--- src/rtl/fence_t_seq_pkg.sv ---
// Shared types for the temporal-fence sequencer.
// Holds the FSM state enum and the flush-channel index map.
package fence_t_seq_pkg;

   localparam int unsigned FT_VLEN = 64;

   localparam int unsigned FT_CH_DCACHE = 0;
   localparam int unsigned FT_CH_ICACHE = 1;
   localparam int unsigned FT_CH_TLB    = 2;
   localparam int unsigned FT_CH_BP     = 3;

   typedef enum logic [1:0] {
      FT_IDLE,
      FT_FLUSH,
      FT_RST,
      FT_PAD
   } fence_t_state_e;

endpackage

--- src/rtl/fence_t_seq_if.sv ---
// Request / flush / reset bundle between the flush controller
// (master) and the fence.t sequencer (slave).
interface fence_t_seq_if
   import fence_t_seq_pkg::*;
#(
   parameter int unsigned NumCh = 4,
   parameter int unsigned VLEN  = FT_VLEN
);

   logic             fence_t_valid_i;
   logic [NumCh-1:0] fence_t_mask_i;
   logic             fence_t_pad_i;
   logic [VLEN-1:0]  pc_commit_i;
   logic [NumCh-1:0] flush_req_o;
   logic [NumCh-1:0] flush_ack_i;
   logic             rst_uarch_no;
   logic [VLEN-1:0]  rst_addr_o;
   logic             halt_o;
   logic             overrun_o;

   modport master (
      output fence_t_valid_i, fence_t_mask_i, fence_t_pad_i,
      output pc_commit_i, flush_ack_i,
      input  flush_req_o, rst_uarch_no, rst_addr_o,
      input  halt_o, overrun_o
   );

   modport slave (
      input  fence_t_valid_i, fence_t_mask_i, fence_t_pad_i,
      input  pc_commit_i, flush_ack_i,
      output flush_req_o, rst_uarch_no, rst_addr_o,
      output halt_o, overrun_o
   );

endinterface

--- src/rtl/fence_t_seq.sv ---
// Temporal-fence sequencer: flushes masked channels, pulses the
// uarch reset, then optionally pads the fence to a fixed length.
module fence_t_seq
   import fence_t_seq_pkg::*;
#(
   parameter int unsigned NumCh     = 4,
   parameter int unsigned RstCycles = 16,
   parameter int unsigned PadCycles = 256,
   parameter int unsigned VLEN      = FT_VLEN
) (
   input  logic            clk_i,
   input  logic            rst_i,
   input  logic [VLEN-1:0] boot_addr_i,
   fence_t_seq_if.slave    ft
);

   localparam int unsigned TW = $clog2(PadCycles + 1);
   localparam int unsigned RW = $clog2(RstCycles + 1);

   localparam logic [TW-1:0] PAD_LAST = TW'(PadCycles - 1);
   localparam logic [TW-1:0] PAD_SAT  = TW'(PadCycles);
   localparam logic [RW-1:0] RST_LAST = RW'(RstCycles - 1);

   fence_t_state_e   state_q, state_d;
   logic [NumCh-1:0] pend_q, pend_d;
   logic             pad_q, pad_d;
   logic [VLEN-1:0]  rst_addr_q, rst_addr_d;
   logic [TW-1:0]    tot_cnt_q, tot_cnt_d;
   logic [RW-1:0]    rst_cnt_q, rst_cnt_d;
   logic             overrun_q, overrun_d;

   logic accept;
   logic in_flush;

   assign accept   = (state_q == FT_IDLE) & ft.fence_t_valid_i;
   assign in_flush = (state_q == FT_FLUSH);

   // An ack only retires a channel that is still pending.
   for (genvar i = 0; i < NumCh; i++) begin : g_ch
      assign pend_d[i] = accept   ? ft.fence_t_mask_i[i] :
                         in_flush ? pend_q[i] & ~ft.flush_ack_i[i] :
                                    pend_q[i];
   end

   always_comb begin
      state_d    = state_q;
      pad_d      = pad_q;
      rst_addr_d = rst_addr_q;
      rst_cnt_d  = rst_cnt_q;
      overrun_d  = 1'b0;
      tot_cnt_d  = tot_cnt_q;
      if (state_q != FT_IDLE && tot_cnt_q != PAD_SAT) begin
         tot_cnt_d = tot_cnt_q + TW'(1);
      end
      unique case (state_q)
         FT_IDLE: begin
            if (ft.fence_t_valid_i) begin
               state_d    = FT_FLUSH;
               pad_d      = ft.fence_t_pad_i;
               rst_addr_d = ft.pc_commit_i + VLEN'(4);
               tot_cnt_d  = '0;
            end
         end
         FT_FLUSH: begin
            if (pend_d == '0) begin
               state_d = FT_RST;
            end
         end
         FT_RST: begin
            if (rst_cnt_q == RST_LAST) begin
               rst_cnt_d = '0;
               if (pad_q && tot_cnt_q >= PAD_LAST) begin
                  state_d   = FT_IDLE;
                  overrun_d = 1'b1;
               end else if (pad_q) begin
                  state_d = FT_PAD;
               end else begin
                  state_d = FT_IDLE;
               end
            end else begin
               rst_cnt_d = rst_cnt_q + RW'(1);
            end
         end
         FT_PAD: begin
            if (tot_cnt_q >= PAD_LAST) begin
               state_d = FT_IDLE;
            end
         end
         default: state_d = FT_IDLE;
      endcase
   end

   always_ff @(posedge clk_i) begin
      if (rst_i) begin
         state_q    <= FT_IDLE;
         pend_q     <= '0;
         pad_q      <= 1'b0;
         rst_addr_q <= boot_addr_i;
         tot_cnt_q  <= '0;
         rst_cnt_q  <= '0;
         overrun_q  <= 1'b0;
      end else begin
         state_q    <= state_d;
         pend_q     <= pend_d;
         pad_q      <= pad_d;
         rst_addr_q <= rst_addr_d;
         tot_cnt_q  <= tot_cnt_d;
         rst_cnt_q  <= rst_cnt_d;
         overrun_q  <= overrun_d;
      end
   end

   assign ft.flush_req_o  = in_flush ? pend_q : '0;
   assign ft.rst_uarch_no = (state_q != FT_RST);
   assign ft.halt_o       = (state_q != FT_IDLE);
   assign ft.overrun_o    = overrun_q;
   assign ft.rst_addr_o   = rst_addr_q;

endmodule

--- src/flat_wrapper.sv ---
// flat-port wrapper written by rule: the top's interface ports become plain ports
module fence_t_seq_flat import fence_t_seq_pkg::*;
#(
   parameter int unsigned NumCh     = 4,
   parameter int unsigned RstCycles = 16,
   parameter int unsigned PadCycles = 256,
   parameter int unsigned VLEN      = FT_VLEN
)
  (clk_i, rst_i, boot_addr_i, ft_fence_t_valid_i, ft_fence_t_mask_i, ft_fence_t_pad_i, ft_pc_commit_i, ft_flush_ack_i, ft_flush_req_o, ft_rst_uarch_no, ft_rst_addr_o, ft_halt_o, ft_overrun_o);
  fence_t_seq_if #(.NumCh(NumCh), .VLEN(VLEN)) ft_i ();
  input  logic clk_i;
  input  logic rst_i;
  input  logic [VLEN-1:0] boot_addr_i;
  input wire logic [$bits(ft_i.fence_t_valid_i)-1:0] ft_fence_t_valid_i;
  input wire logic [$bits(ft_i.fence_t_mask_i)-1:0] ft_fence_t_mask_i;
  input wire logic [$bits(ft_i.fence_t_pad_i)-1:0] ft_fence_t_pad_i;
  input wire logic [$bits(ft_i.pc_commit_i)-1:0] ft_pc_commit_i;
  input wire logic [$bits(ft_i.flush_ack_i)-1:0] ft_flush_ack_i;
  output wire logic [$bits(ft_i.flush_req_o)-1:0] ft_flush_req_o;
  output wire logic [$bits(ft_i.rst_uarch_no)-1:0] ft_rst_uarch_no;
  output wire logic [$bits(ft_i.rst_addr_o)-1:0] ft_rst_addr_o;
  output wire logic [$bits(ft_i.halt_o)-1:0] ft_halt_o;
  output wire logic [$bits(ft_i.overrun_o)-1:0] ft_overrun_o;
  assign ft_i.fence_t_valid_i = ft_fence_t_valid_i;
  assign ft_i.fence_t_mask_i = ft_fence_t_mask_i;
  assign ft_i.fence_t_pad_i = ft_fence_t_pad_i;
  assign ft_i.pc_commit_i = ft_pc_commit_i;
  assign ft_i.flush_ack_i = ft_flush_ack_i;
  assign ft_flush_req_o = ft_i.flush_req_o;
  assign ft_rst_uarch_no = ft_i.rst_uarch_no;
  assign ft_rst_addr_o = ft_i.rst_addr_o;
  assign ft_halt_o = ft_i.halt_o;
  assign ft_overrun_o = ft_i.overrun_o;
  fence_t_seq #(.NumCh(NumCh), .RstCycles(RstCycles), .PadCycles(PadCycles), .VLEN(VLEN)) u_core (.clk_i(clk_i), .rst_i(rst_i), .boot_addr_i(boot_addr_i), .ft(ft_i));
endmodule
--- config.mk ---
export PLATFORM = sky130hd
export DESIGN_NAME = fence_t_seq_flat
export DESIGN_NICKNAME = d
export VERILOG_FILES = /design/src/rtl/fence_t_seq_pkg.sv /design/src/rtl/fence_t_seq_if.sv /design/src/rtl/fence_t_seq.sv /design/src/flat_wrapper.sv
export SDC_FILE = /design/constraint.sdc
export NUM_CORES = 1
export LEC_CHECK = 0
export ABC_CLOCK_PERIOD_IN_PS = 6050
export BUFFER_PORTS_ARGS = -buffer_cell sky130_fd_sc_hd__clkbuf_2
export CAP_MARGIN = 20
export CORE_UTILIZATION = 53
export DETAILED_ROUTE_END_ITERATION = 10
export GPL_ROUTABILITY_DRIVEN = 0
export PLACE_DENSITY = 0.89
export SYNTH_ARGS = -nofsm -noshare
export SYNTH_HDL_FRONTEND = slang
export SYNTH_SLANG_ARGS = --single-unit
--- constraint.sdc ---
create_clock -name clk_i -period 6.05 [get_ports clk_i]
set_clock_uncertainty 0.15 [all_clocks]
set_input_delay 0.3025 -clock clk_i [delete_from_list [all_inputs] [get_ports clk_i]]
set_output_delay 0.3025 -clock clk_i [all_outputs]
set_load 0.05 [all_outputs]
After elaboration in Yosys (flattened, before gate mapping)
Cells that the tools add are included.
{"block": "totals", "regBits": 86, "input_bits": 140, "out_inout_bits": 71}
{"block": "classes", "add_sub_neg": 3, "magnitude_cmp": 1, "n_eq_ne": 10, "n_mux": 24, "bitwise_logic": 11, "reduce_logical": 11}
{"cell": "$mux 64", "n": 3}
{"cell": "$add 64x3->64 const B", "n": 1}
{"cell": "$mux 9", "n": 3}
{"cell": "$mux 2", "n": 6}
{"cell": "$add 9x1->9 const B", "n": 1}
{"cell": "$ge 9x8->1 const B", "n": 1}
{"cell": "$mux 1", "n": 9}
{"cell": "$ne 9x9->1 const B", "n": 1}
{"cell": "$pmux 2 s4", "n": 1}
{"cell": "$ne 2x2->1 const B", "n": 3}
{"cell": "$not 1->1", "n": 6}
{"cell": "$reduce_bool 2->1", "n": 3}
{"cell": "$add 5x1->5 const B", "n": 1}
{"cell": "$and 1x1->1", "n": 5}
{"cell": "$eq 5x4->1 const B", "n": 1}
{"cell": "$mux 5", "n": 1}
{"cell": "$eq 2x2->1 const B", "n": 2}
{"cell": "$logic_not 4->1", "n": 1}
{"cell": "$mux 4", "n": 1}
{"cell": "$ne 2x1->1 const B", "n": 2}
{"cell": "$reduce_and 2->1", "n": 2}
{"cell": "$reduce_and 4->1", "n": 1}
{"cell": "$reduce_or 3->1", "n": 1}
{"cell": "$eq 2x1->1 const B", "n": 1}
{"cell": "other kinds (2)", "n": 3}

Depth between registers and ports, before layout
Gate-level depths: netlist of the first run.
{"block": "logic_depth", "word_depth": 7, "depth_mapped": 9, "ltp_nobuf": 9}

Worst setup path before layout of the first run
OpenSTA, ideal clock, no wires.
{"block": "synth_timing", "path_kind": "input-to-reg", "startpoint": "input port rst_i", "endpoint": "register u_core.rst_addr_q[0], in the netlist u_core.ft.rst_addr_o[0], enable pin", "t_arrival_ns": 2.494, "path_slack_ns": 2.976, "path_stages": 4, "path_buffers": 2, "path_cell_list": "clkbuf_1 -> clkinv_1 -> clkbuf_1 -> nand2_1"}
{"block": "synth_via", "elab_chain_len": 2, "elab_cells_between_ends": 3}
{"element": "from (decl)", "line": "flat_wrapper.sv:12", "text": "input logic rst_i;"}
{"element": "$reduce_bool 2->1 (no source line)"}
{"element": "$reduce_and 2->1 (no source line) *"}
{"element": "to (signal assigned)", "line": "fence_t_seq.sv:98", "text": "rst_addr_q <= boot_addr_i;"}
{"element": "to (signal assigned)", "line": "fence_t_seq.sv:106", "text": "rst_addr_q <= rst_addr_d;"}
{"element": "to (decl)", "line": "fence_t_seq.sv:27", "text": "logic [VLEN-1:0] rst_addr_q, rst_addr_d;"}
Mark *: on every way between the ends. The rest lies on a longest branch, timed or not.
A chain may end at the register's enable or synchronous reset.

Final worst setup path of the first run
{"block": "layout_timing", "startpoint": "input port ft_pc_commit_i[4]", "endpoint": "register u_core.rst_addr_q[63], in the netlist u_core.ft.rst_addr_o[63] (data pin)"}
{"block": "layout_via", "elab_chain_len": 4}
{"element": "from (decl)", "line": "flat_wrapper.sv:17", "text": "input wire logic [$bits(ft_i.pc_commit_i)-1:0] ft_pc_commit_i;"}
{"element": "$add 64x3->64", "line": "fence_t_seq.sv:60", "text": "rst_addr_d = ft.pc_commit_i + VLEN'(4);"}
{"element": "$mux 64", "line": "fence_t_seq.sv:57", "text": "if (ft.fence_t_valid_i) begin"}
{"element": "$mux 64", "line": "fence_t_seq.sv:55", "text": "unique case (state_q)"}
{"element": "$mux 64", "line": "fence_t_seq.sv:94", "text": "if (rst_i) begin"}
No other way between the ends. The select of a mux whose other input is x is not followed.

==> results of run 1 <==
state kept, by name, indices dropped and copies added, names as in the netlist:
| register | count |
|---|---|
| u_core.ft.overrun_o | 1 |
| u_core.pend_q | 4 |
| u_core.tot_cnt_q | 9 |
| u_core.ft.rst_addr_o | 64 |
| u_core.state_q | 2 |
| u_core.pad_q | 1 |
| u_core.rst_cnt_q | 5 |
logic make-up after synthesis:
family,Yosys count,synth area share
AND/OR/NAND/NOR,264,0.268
adder cells (fa/ha/maj),5,0.0122
XOR/XNOR,47,0.0804
flip-flops,86,0.461
AO/OA/AOI/OAI,104,0.124
multiplexers,6,0.0125
buffers and inverters,55,0.0413
final timing paths:
kind                                         start                                 end  slack [ps]
setup reg to reg    u_core.state_q[1]$_SDFFE_PP0P_  u_core.ft.rst_addr_o[63]$_DFFE_PP_        3770
hold reg to reg   u_core.rst_cnt_q[1]$_SDFFE_PP0P_    u_core.rst_cnt_q[1]$_SDFFE_PP0P_         330
hold / removal                    ft_fence_t_pad_i           u_core.pad_q$_SDFFE_PP0P_          40
setup / recovery                 ft_pc_commit_i[4]  u_core.ft.rst_addr_o[63]$_DFFE_PP_        3200
tightest hold or removal path, cell delays in order:
cell and delay [ps]:
clkbuf_2 80, nand3_1 50, a21oi_1 60
metal layers:
| metal | vias up | GRT usage | routed length, um |
|---|---|---|---|
| met3 | 35 | 0.0474 | 1100 |
| li1 | 2499 | - | - |
| met1 | 2331 | 0.321 | 5450 |
| met4 | 0 | 0.118 | 464 |
| met2 | 253 | 0.470 | 6850 |
| met5 | - | 0 | 0 |
cells in the final DEF (no fill, tap or decap), drive strengths merged, types with 4 or more instances in the layout:
master and instances:
a21oi 12, a2bb2oi 4, a31oi 16, and3 14, and4 8, clkbuf 220
dfxtp 22, edfxtp 64, ha 5, inv 22, nand2 71, nand3 29
nand3b 5, nand4 24, nor2 50, nor3 13, nor4 18, o21ai 46
o31ai 12, or3 6, or4 18, xnor2 28, xor2 19
through the flow:
step	worst slack [ps]	total power [mW]	hold WS, ps	instances
after detailed placement	2860	1.23	327	873
final	3200	1.61	35.8	889
after global routing	2990	1.68	21.9	889
after floorplan	2980	1.09	300	567
after CTS	3220	1.62	24.1	889
after global placement	2950	1.22	312	873
area by class of cell:
class,instances,share of cell area
clock inverters,5,0.00605
multi-input cells,426,0.398
repair buffers,212,0.166
clock buffers,11,0.0236
inverters,20,0.0117
flip-flops and latches,86,0.369
well taps,129,0.0252
power by group:
part | internal (mW) | switching (mW)
registers | 0.712 | 0.0330
logic | 0.126 | 0.348
clock network | 0.176 | 0.216
total | 1.01 | 0.598
==> impl_results.md, run 1 <==
- Post_cts resized: 0
- Outcome: complete, no violations
- CP Launch Type: input port
- Critical path, cell by cell: clkbuf_2 -> and4_1 -> nand4_1 -> or4_1 -> or4_1 -> a31oi_1
- Die width: 100 um
- YS warnings: 0
- Period utilization: 0.472
- Register area share after synthesis: 0.461
- Critical path fanouts, max: 19
- Number of synthesized flops with an enable pin: 64
- Total GRT Usage: 0.268
- Placed wire-length estimate: 10500 um
- H-tree depth: 3
- Slew Limit Fails: 0
- Delay-heaviest family, CP: simple AND/OR/NAND/NOR gates
- Synthesized flop and latch total: 86
- Antenna Cells: 0
- Critical Path AT: 2890 ps
- CP Class: input port to flip-flop
- CP required: 6090 ps
- Hold Buf Count CTS: 0
- Nets: 900
- Post-route DRC: 0
- CP most frequent cell: or4_1
- Critical Path Max Stage Delay: 950 ps
- Top achievable clock speed: 350 MHz
- Post-CTS Setup Repair Bufs: 0
- Hold Path Depth: 3
- DRT Pass-1 Iters: 5
- CTS sink cnt: 86
- CTS max path bufs: 2
- Slowest stage cell on the critical path: or4_1
- Final Hold Fails: 0
- RSZ-0062 raised after global routing: no
- Peak supply drop: 0.178 mV
- Fin util: 0.690
- Final setup viols: 0
- CTS tree: yes
- Critical Path Stages: 6
- Gate count after technology mapping: 567
- Initial antenna violation count: 0
- IO buf count: 210
- Post-placement cell area: 0.00622 sq mm
- Multi-input gate area: 0.00255 sq mm
- Vias: 5118
- Post-Syn Area: 0.00512 sq mm
- Post-Syn Nets: 712
- ANT nets after route: 0
- Layout cell share with drive strength beyond 1: 0.312
- Cell area after layout: 0.00641 sq mm
- Reg2Reg Depth: 3
- Sum of buffers and inverters on the critical path: 1
- Fin crit period: 2850 ps
- PwrDens: 251 mW/mm^2
- CTS root buffer: clkbuf_8
- Synth cell types: 49
- Initial drt markers: 268
- Number of global-route vias before repair: 4715
- Clock-pin transition on the worst setup and hold timing paths: 90 ps
- Post-synth top area share: 0.375
- Initial core utilization: 0.551
- Row count: 35
- Max-Cap Viols: 0
- Io pins: 211
- Synth Area per Inst: 9.03 sq um
- Largest area contributor in the netlist: edfxtp_1
- Post-synth top cells: nand2_1, edfxtp_1, nor2_1
- Worst-margin pin slew: 965 ps
- Register area: 0.00236 sq mm
- Global-route wire length before repair: 21300 um
- Gr ovfl total: 0
- Core ar.: 0.00928 sq mm
- Top cells by area, synth: edfxtp_1, dfxtp_1, nand2_1
- Die height: 100 um
- Top-count cell post-synth: nand2_1
- Setup TNS: 0 ps
- Fillers: 764
- DRT Wirelength: 13900 um
- Leak: 2.61 nW
- Top FF cell, synth: edfxtp_1
- Synth async-reset ratio: 0
- CTS Buf Count: 9
- CP Capture Type: flip-flop
- Max_slew headroom: 0.357
- Worst skew pair latency: 340 ps
- Die area: 0.0101 sq mm
- Largest net degree at the start of global routing: 74
- Min-Delay Path Class: input port to flip-flop
- Vias per Instance: 5.76
- Layout area overhead: 25.2%
- Wire length per cell: 15.6 um
Note: power is estimated with default switching activity, not from simulation.
==> inputs of run 2 (changes only) <==
Settings changed: ABC_AREA set to 1, ABC_CLOCK_PERIOD_IN_PS 6050 to 2300, CORE_UTILIZATION 53 to 46, PLACE_DENSITY 0.89 to 0.8.
Clock period 6.05 ns to 2.3 ns, I/O delays scaled along.
==> run 2 against run 1 <==
The run now ends with negative hold slack left. Synthesized area rose by 14%. Setup slack worse by 3000 ps. Sequential cell count is the same. Clock power grew to 3.8 times the previous value. Critical path type unchanged. Largest cell class unchanged. Highest routed layer unchanged.
==> impl_results.md, run 2 <==
- CP Capture Type: flip-flop
- CP Launch Type: input port
- IO buf count: 210 (unchanged)
- CTS Buf Count: 9 (unchanged)
- CTS sink cnt: 86 (unchanged)
- Most frequent cells in the layout: nand2_1, clkbuf_2, nor2_1
- CP Class: input port to flip-flop
- Gate count after technology mapping: 880 (+55%)
- Worst hold endpoint: u_core.ft.rst_addr_o[2]$_DFFE_PP_
- Die height: 115 um (+14%)
- Capturing point of the worst reg2reg path: u_core.ft.rst_addr_o[50]$_DFFE_PP_
- H-tree depth: 3 (unchanged)
- RR Startpoint: u_core.state_q[0]$_SDFFE_PP0P_
- Worst-margin pin slew: 531 ps (-433 ps)
- Critical path, cell by cell: dlygate4sd3_1 -> buf_4 -> inv_1 -> buf_12 -> nand2_1 -> nand2_1 -> dlygate4sd3_1
- Sum of buffers and inverters on the critical path: 5 (+4)
- DRT Pass-1 Iters: 5 (unchanged)
- Worst skew pair latency: 350 ps (about the same)
- Layout cell share with drive strength beyond 1: 0.219 (-0.0929)
- Final Hold Fails: 1 (+1)
- Register area share after synthesis: 0.404 (-0.0576)
- Fin crit period: 2060 ps
- Reg2Reg Depth: 6 (+3)
- Max_slew headroom: 0.646 (+0.289)
- Top-count cell post-synth: nand2_1
- Failing checks: negative hold slack
- Largest area contributor in the netlist: edfxtp_1
- Critical Path AT: 2130 ps (-760 ps)
- Hold Slack: -4.07 ps (-39.9 ps)
- Nets: 1309 (+45%)
- Die width: 115 um (+14%)
- Synthesized flop and latch total: 86 (unchanged)
- Total GRT Usage: 0.304 (+0.0360)
- Critical Path Max Stage Delay: 550 ps (-400 ps)
- Initial drt markers: 745 (+180%)
- Placed wire-length estimate: 14800 um (+40%)
- Number of synthesized flops with an enable pin: 64 (unchanged)
- Number of global-route vias before repair: 6436 (+37%)
- Post-Syn Area: 0.00585 sq mm (+14%)
- Max reg flops: 64 (unchanged)
- Vias per Instance: 5.03 (-13%)
- Antenna Cells: 0 (unchanged)
- Post-CTS Setup Repair Bufs: 0 (unchanged)
- Initial antenna violation count: 0 (unchanged)
- Top achievable clock speed: 486 MHz
- ANT nets after route: 0 (unchanged)
- Slowest stage cell on the critical path: dlygate4sd3_1
- Largest net degree at the start of global routing: 52 (-30%)
- Row count: 40 (+14%)
- Final worst slack: 242 ps (-2950 ps)
- Synth cell types: 31 (-37%)
- Min-Delay Path Class: input port to flip-flop
- Fillers: 1131 (+48%)
- Post-route DRC: 0 (unchanged)
- Wire length per cell: 14.6 um (-6.3%)
- Min-Delay Startpoint: ft_pc_commit_i[2]
- Io pins: 211 (unchanged)
- Place WS: 271 ps (-2580 ps)
- Hold Path Depth: 2 (-1)
- CP required: 2370 ps (-3720 ps)
- Post-Syn Nets: 1025 (+44%)
- Fin util: 0.667 (-0.0229)
- Peak supply drop: 0.530 mV (+200%)
- CTS root buffer: clkbuf_16
- Gr ovfl total: 0 (unchanged)
- Slew Limit Fails: 0 (unchanged)
- Flop2flop setup slack: 420 ps (-3350 ps)
- Commonest non-fill, non-tap cell in the layout: nand2_1
- Leak: 3.81 nW (+46%)
- Setup TNS: 0 ps (unchanged)
- Synth Area per Inst: 6.65 sq um (-26%)
- Delay-heaviest family, CP: buffers and inverters
- RSZ-0062 raised after global routing: no
- Layout area overhead: 39.3%
- Post-synth top area share: 0.328 (-0.0469)
- Critical path fanouts, max: 26 (+7)
- Clock-pin transition on the worst setup and hold timing paths: 60 ps (-30 ps)
- Period utilization: 0.895
- Initial core utilization: 0.479 (-0.0724)
- Outcome: complete, but fails checks
- PwrDens: 727 mW/mm^2 (+190%)
- Max-Cap Viols: 0 (unchanged)
- Post-synth top cells: nand2_1, nor2_1, inv_1
- Die area: 0.0132 sq mm (+31%)
- Global-route wire length before repair: 30200 um (+41%)
- CTS max path bufs: 2 (unchanged)
- Final setup viols: 0 (unchanged)
- DRT Wirelength: 19500 um (+41%)
- Top cells by area, synth: edfxtp_1, nand2_1, nor2_1
- Vias: 6724 (+31%)
- YS warnings: 0 (unchanged)
- Top FF cell, synth: edfxtp_1
- Core ar.: 0.0122 sq mm (+32%)
- CTS tree: yes
- Synth async-reset ratio: 0 (unchanged)
[run 2: cell count changes in the layout (fill, tap and decap cells not counted), sizes merged, moves of 54 or more]
| cell | before | now |
|---|---|---|
| nand2 | 71 | 364 |
| dlygate4sd3 | 0 | 74 |
| inv | 22 | 76 |
| nor2 | 50 | 164 |
[run 2: worst max-delay path by stage]
stage | startpoint | to | slack (ps) | cells past startpoint
after floorplan | u_core.state_q[0]$_SDFFE_PP0P_ | u_core.ft.rst_addr_o[0]$_DFFE_PP_ | 3 | 6
after global placement | ft_pc_commit_i[2] | u_core.ft.rst_addr_o[46]$_DFFE_PP_ | 360 | 9
after detailed placement | ft_pc_commit_i[2] | u_core.ft.rst_addr_o[46]$_DFFE_PP_ | 270 | 9
after CTS | rst_i | u_core.ft.rst_addr_o[1]$_DFFE_PP_ | 260 | 7
after global routing | ft_pc_commit_i[2] | u_core.ft.rst_addr_o[28]$_DFFE_PP_ | 110 | 10
final | rst_i | u_core.ft.rst_addr_o[1]$_DFFE_PP_ | 240 | 7
[run 2: worst register-to-register path: stages, from the launching register on]
cell	delay [ps]
dfxtp_2	380
nor2_4	170
nand2_4	120
inv_6	110
nor2_4	50
clkinvlp_4	60
buf_4	450
[run 2: area by class of cell]
class,instances,area (sq um),share of cell area
multi-input cells,701,3140,0.385
inverters,77,298,0.0365
flip-flops and latches,86,2360,0.290
clock buffers,12,246,0.0302
clock inverters,4,47.5,0.00583
repair buffers,289,1840,0.226
well taps,168,210,0.0258
[run 2: timing repair]
item | in CTS | in global routing
hold endpoints to repair | 73 | 0
hold buffers | 74 | 0
resized for setup | 0 | 0
[run 2: logic make-up after synthesis]
family	count (synthesis)	share of synthesized area
buffers and inverters	93	0.0612
AO/OA/AOI/OAI	69	0.0603
XOR/XNOR	33	0.0494
flip-flops	86	0.404
AND/OR/NAND/NOR	594	0.415
adder cells (fa/ha/maj)	5	0.0107
[run 2: power breakdown]
| part | switching [mW] | internal [mW] |
|---|---|---|
| logic | 1.69 | 0.614 |
| registers | 0.140 | 2.01 |
| clock network | 0.601 | 0.868 |
[run 2: metal layers]
| layer | up-vias | track usage | share of wire |
|---|---|---|---|
| li1 | 3356 | - | - |
| met1 | 2960 | 0.349 | 0.39 |
| met2 | 346 | 0.522 | 0.48 |
| met3 | 62 | 0.0780 | 0.088 |
| met4 | 0 | 0.160 | 0.043 |
| met5 | - | 0 | 0 |
[run 2: stage by stage]
step	area [sq um]	std cells	power, mW	hold slack (ps)
2_1_floorplan	5870	880	3.77	130
3_3_place_gp	7120	1247	4.34	232
3_5_place_dp	7120	1247	4.36	235
4_1_cts	8150	1337	5.93	2.39
5_1_grt	8150	1337	6.22	42.7
6_report	8150	1337	5.92	-4.07
==> inputs of run 3 (changes only) <==
Settings changed: CORE_UTILIZATION 46 to 45, PLACE_DENSITY 0.8 to 0.76.
==> run 3 against run 2 <==
The flow now finishes without violations. Register-to-register slack about the same. Clock power up 10%. Via count down 1.1%. Highest routed layer unchanged.
==> impl_results.md, run 3 (synthesis results as in run 2) <==
- Outcome: complete, no violations
- Cell area after layout: 0.00820 sq mm (+0.61%)
- Worst-margin pin slew: 512 ps (-18.8 ps)
- Max-Cap Viols: 0 (unchanged)
- Post-CTS Setup Repair Bufs: 0 (unchanged)
- Initial core utilization: 0.462 (-0.0174)
- CP Launch Type: input port
- Slowest stage cell on the critical path: dlygate4sd3_1
- Switching part of the total power: 0.406 (-0.00448)
- Critical path, cell by cell: dlygate4sd3_1 -> buf_4 -> inv_1 -> buf_4 -> nand2_1 -> nand2_1 -> dlygate4sd3_1
- Global-route wire length before repair: 30100 um (about the same)
- Post-placement cell area: 0.00711 sq mm (about the same)
- ANT nets after route: 0 (unchanged)
- IO buf count: 210 (unchanged)
- Vias per Instance: 4.95 (-1.5%)
- Worst skew pair latency: 350 ps (about the same)
- Max reg flops: 64 (unchanged)
- Peak supply drop: 0.431 mV (-19%)
- Die width: 116 um (+1.1%)
- Top achievable clock speed: 477 MHz (-1.9%)
- Largest net degree at the start of global routing: 70 (+35%)
- Total GRT Usage: 0.298 (-0.00561)
- Io pins: 211 (unchanged)
- DRT Wirelength: 19400 um (-0.45%)
- Nets: 1310 (+0.076%)
- Delay-heaviest family, CP: buffers and inverters
- DRT Pass-1 Iters: 6 (+1)
- Placed wire-length estimate: 14600 um (-1.3%)
- Post-placement cell count: 1250 (+0.24%)
- Layout area overhead: 40.2%
- PwrDens: 743 mW/mm^2 (+2.3%)
- Leak: 3.83 nW (+0.54%)
- Initial antenna violation count: 0 (unchanged)
- CP Capture Type: flip-flop
- P_sw: 2.48 mW (+1.8%)
- CTS root buffer: clkbuf_16
- Number of global-route vias before repair: 6292 (-2.2%)
- CP required: 2250 ps (-120 ps)
- Sequential group share of total power: 0.352 (-0.011)
- Slew Limit Fails: 0 (unchanged)
- Max_slew headroom: 0.656 (+0.0102)
- Wire length per cell: 14.5 um (-0.82%)
- H-tree depth: 3 (unchanged)
- Logic pwr share: 0.382 (-0.007)
- Final Non-Filler Cells: 1342 (+0.37%)
- CP Class: input port to flip-flop
- Critical Path AT: 2050 ps (-80 ps)
- CTS sink cnt: 86 (unchanged)
- Setup TNS: 0 ps (unchanged)
- Critical path fanouts, max: 40 (+54%)
- Final Hold Fails: 0 (-1)
- Clock power frac: 0.267 (+0.019)
- Post-route DRC: 0 (unchanged)
- Most frequent cells in the layout: nand2_1, clkbuf_2, nor2_1
- CTS Buf Count: 9 (unchanged)
- Final setup viols: 0 (unchanged)
- Vias: 6648 (-1.1%)
- Sum of buffers and inverters on the critical path: 5 (unchanged)
- Gr ovfl total: 0 (unchanged)
- RSZ-0062 raised after global routing: no
- Layout cell share with drive strength beyond 1: 0.219 (about the same)
- Die area: 0.0135 sq mm (+2.2%)
- Critical Path Max Stage Delay: 550 ps (about the same)
- CTS max path bufs: 2 (unchanged)
- Antenna Cells: 0 (unchanged)
- CTS tree: yes
- Initial drt markers: 609 (-18%)
- Min-Delay Path Class: input port to flip-flop
- Period utilization: 0.912 (+0.0169)
- Die height: 116 um (+1.1%)
- Clock-pin transition on the worst setup and hold timing paths: 60 ps (about the same)
- Core ar.: 0.0127 sq mm (+3.8%)
- Fin crit period: 2100 ps (+38.9 ps)
- Internal power: 3.62 mW (+3.7%)
- Commonest non-fill, non-tap cell in the layout: nand2_1
- Row count: 41 (+2.5%)
-- run 3: cell count changes in the layout (fill, tap and decap cells not counted), sizes merged --
cell	previous run	this run
clkinv	3	2
dlygate4sd3	74	76
inv	76	77
buf	6	5
clkbuf	221	219
bufinv	1	2
clkinvlp	1	2
-- run 3: power by group through the flow --
stage | clock network, mW | logic (mW) | registers [mW]
2_1_floorplan | 0 | 0.944 | 2.83
3_3_place_gp | 0 | 2.18 | 2.16
3_5_place_dp | 0 | 2.19 | 2.17
4_1_cts | 1.63 | 2.32 | 2.14
5_1_grt | 1.69 | 2.54 | 2.17
6_report | 1.62 | 2.33 | 2.14
-- run 3: metrics by stage --
| stage | setup WS [ps] | util | power (mW) | hold slack, ps |
|---|---|---|---|---|
| after floorplan | 2.81 | - | 3.77 | 130 |
| after global placement | 389 | 0.561 | 4.34 | 230 |
| after detailed placement | 327 | 0.561 | 4.36 | 239 |
| after CTS | 118 | 0.647 | 6.09 | 3.75 |
| after global routing | 98.7 | 0.647 | 6.40 | 42.8 |
| final | 203 | 0.647 | 6.10 | 11.3 |
-- run 3: metal layers --
| metal | global-route usage | part of all wire |
|---|---|---|
| met2 | 0.501 | 0.47 |
| met5 | 0 | 0 |
| met1 | 0.365 | 0.42 |
| met3 | 0.0591 | 0.075 |
| met4 | 0.147 | 0.038 |
-- run 3: final timing paths --
path	end	depth (start not counted)	slack [ps]	startpoint
worst max-delay path	u_core.ft.rst_addr_o[0]$_DFFE_PP_	7	200	rst_i
worst min-delay path	u_core.ft.rst_addr_o[63]$_DFFE_PP_	5	10	ft_pc_commit_i[63]
worst max register to register	u_core.state_q[1]$_SDFFE_PP0P_	11	430	u_core.tot_cnt_q[0]$_SDFF_PP0_
worst min register to register	u_core.rst_cnt_q[4]$_SDFFE_PP0P_	2	300	u_core.rst_cnt_q[4]$_SDFFE_PP0P_
-- run 3: area by class of cell --
type	count	area [sq um]
clock buffers	10	239
clock inverters	6	83.8
fillers	1157	4470
inverters	77	298
multi-input cells	701	3140
flip-flops and latches	86	2360
well taps	172	215
repair buffers	290	1860
-- run 3: what timing repair did --
action,4_1_cts,5_1_grt
gates resized for setup,0,1
hold buffers,76,0
endpoints found under the setup margin,0,1
hold endpoints to repair,70,0
-- run 3: tightest hold or removal path: cells and delay by family --
kind,cells,cell delay (ps)
buffers and inverters,1,90
and+or+nand+nor,4,200
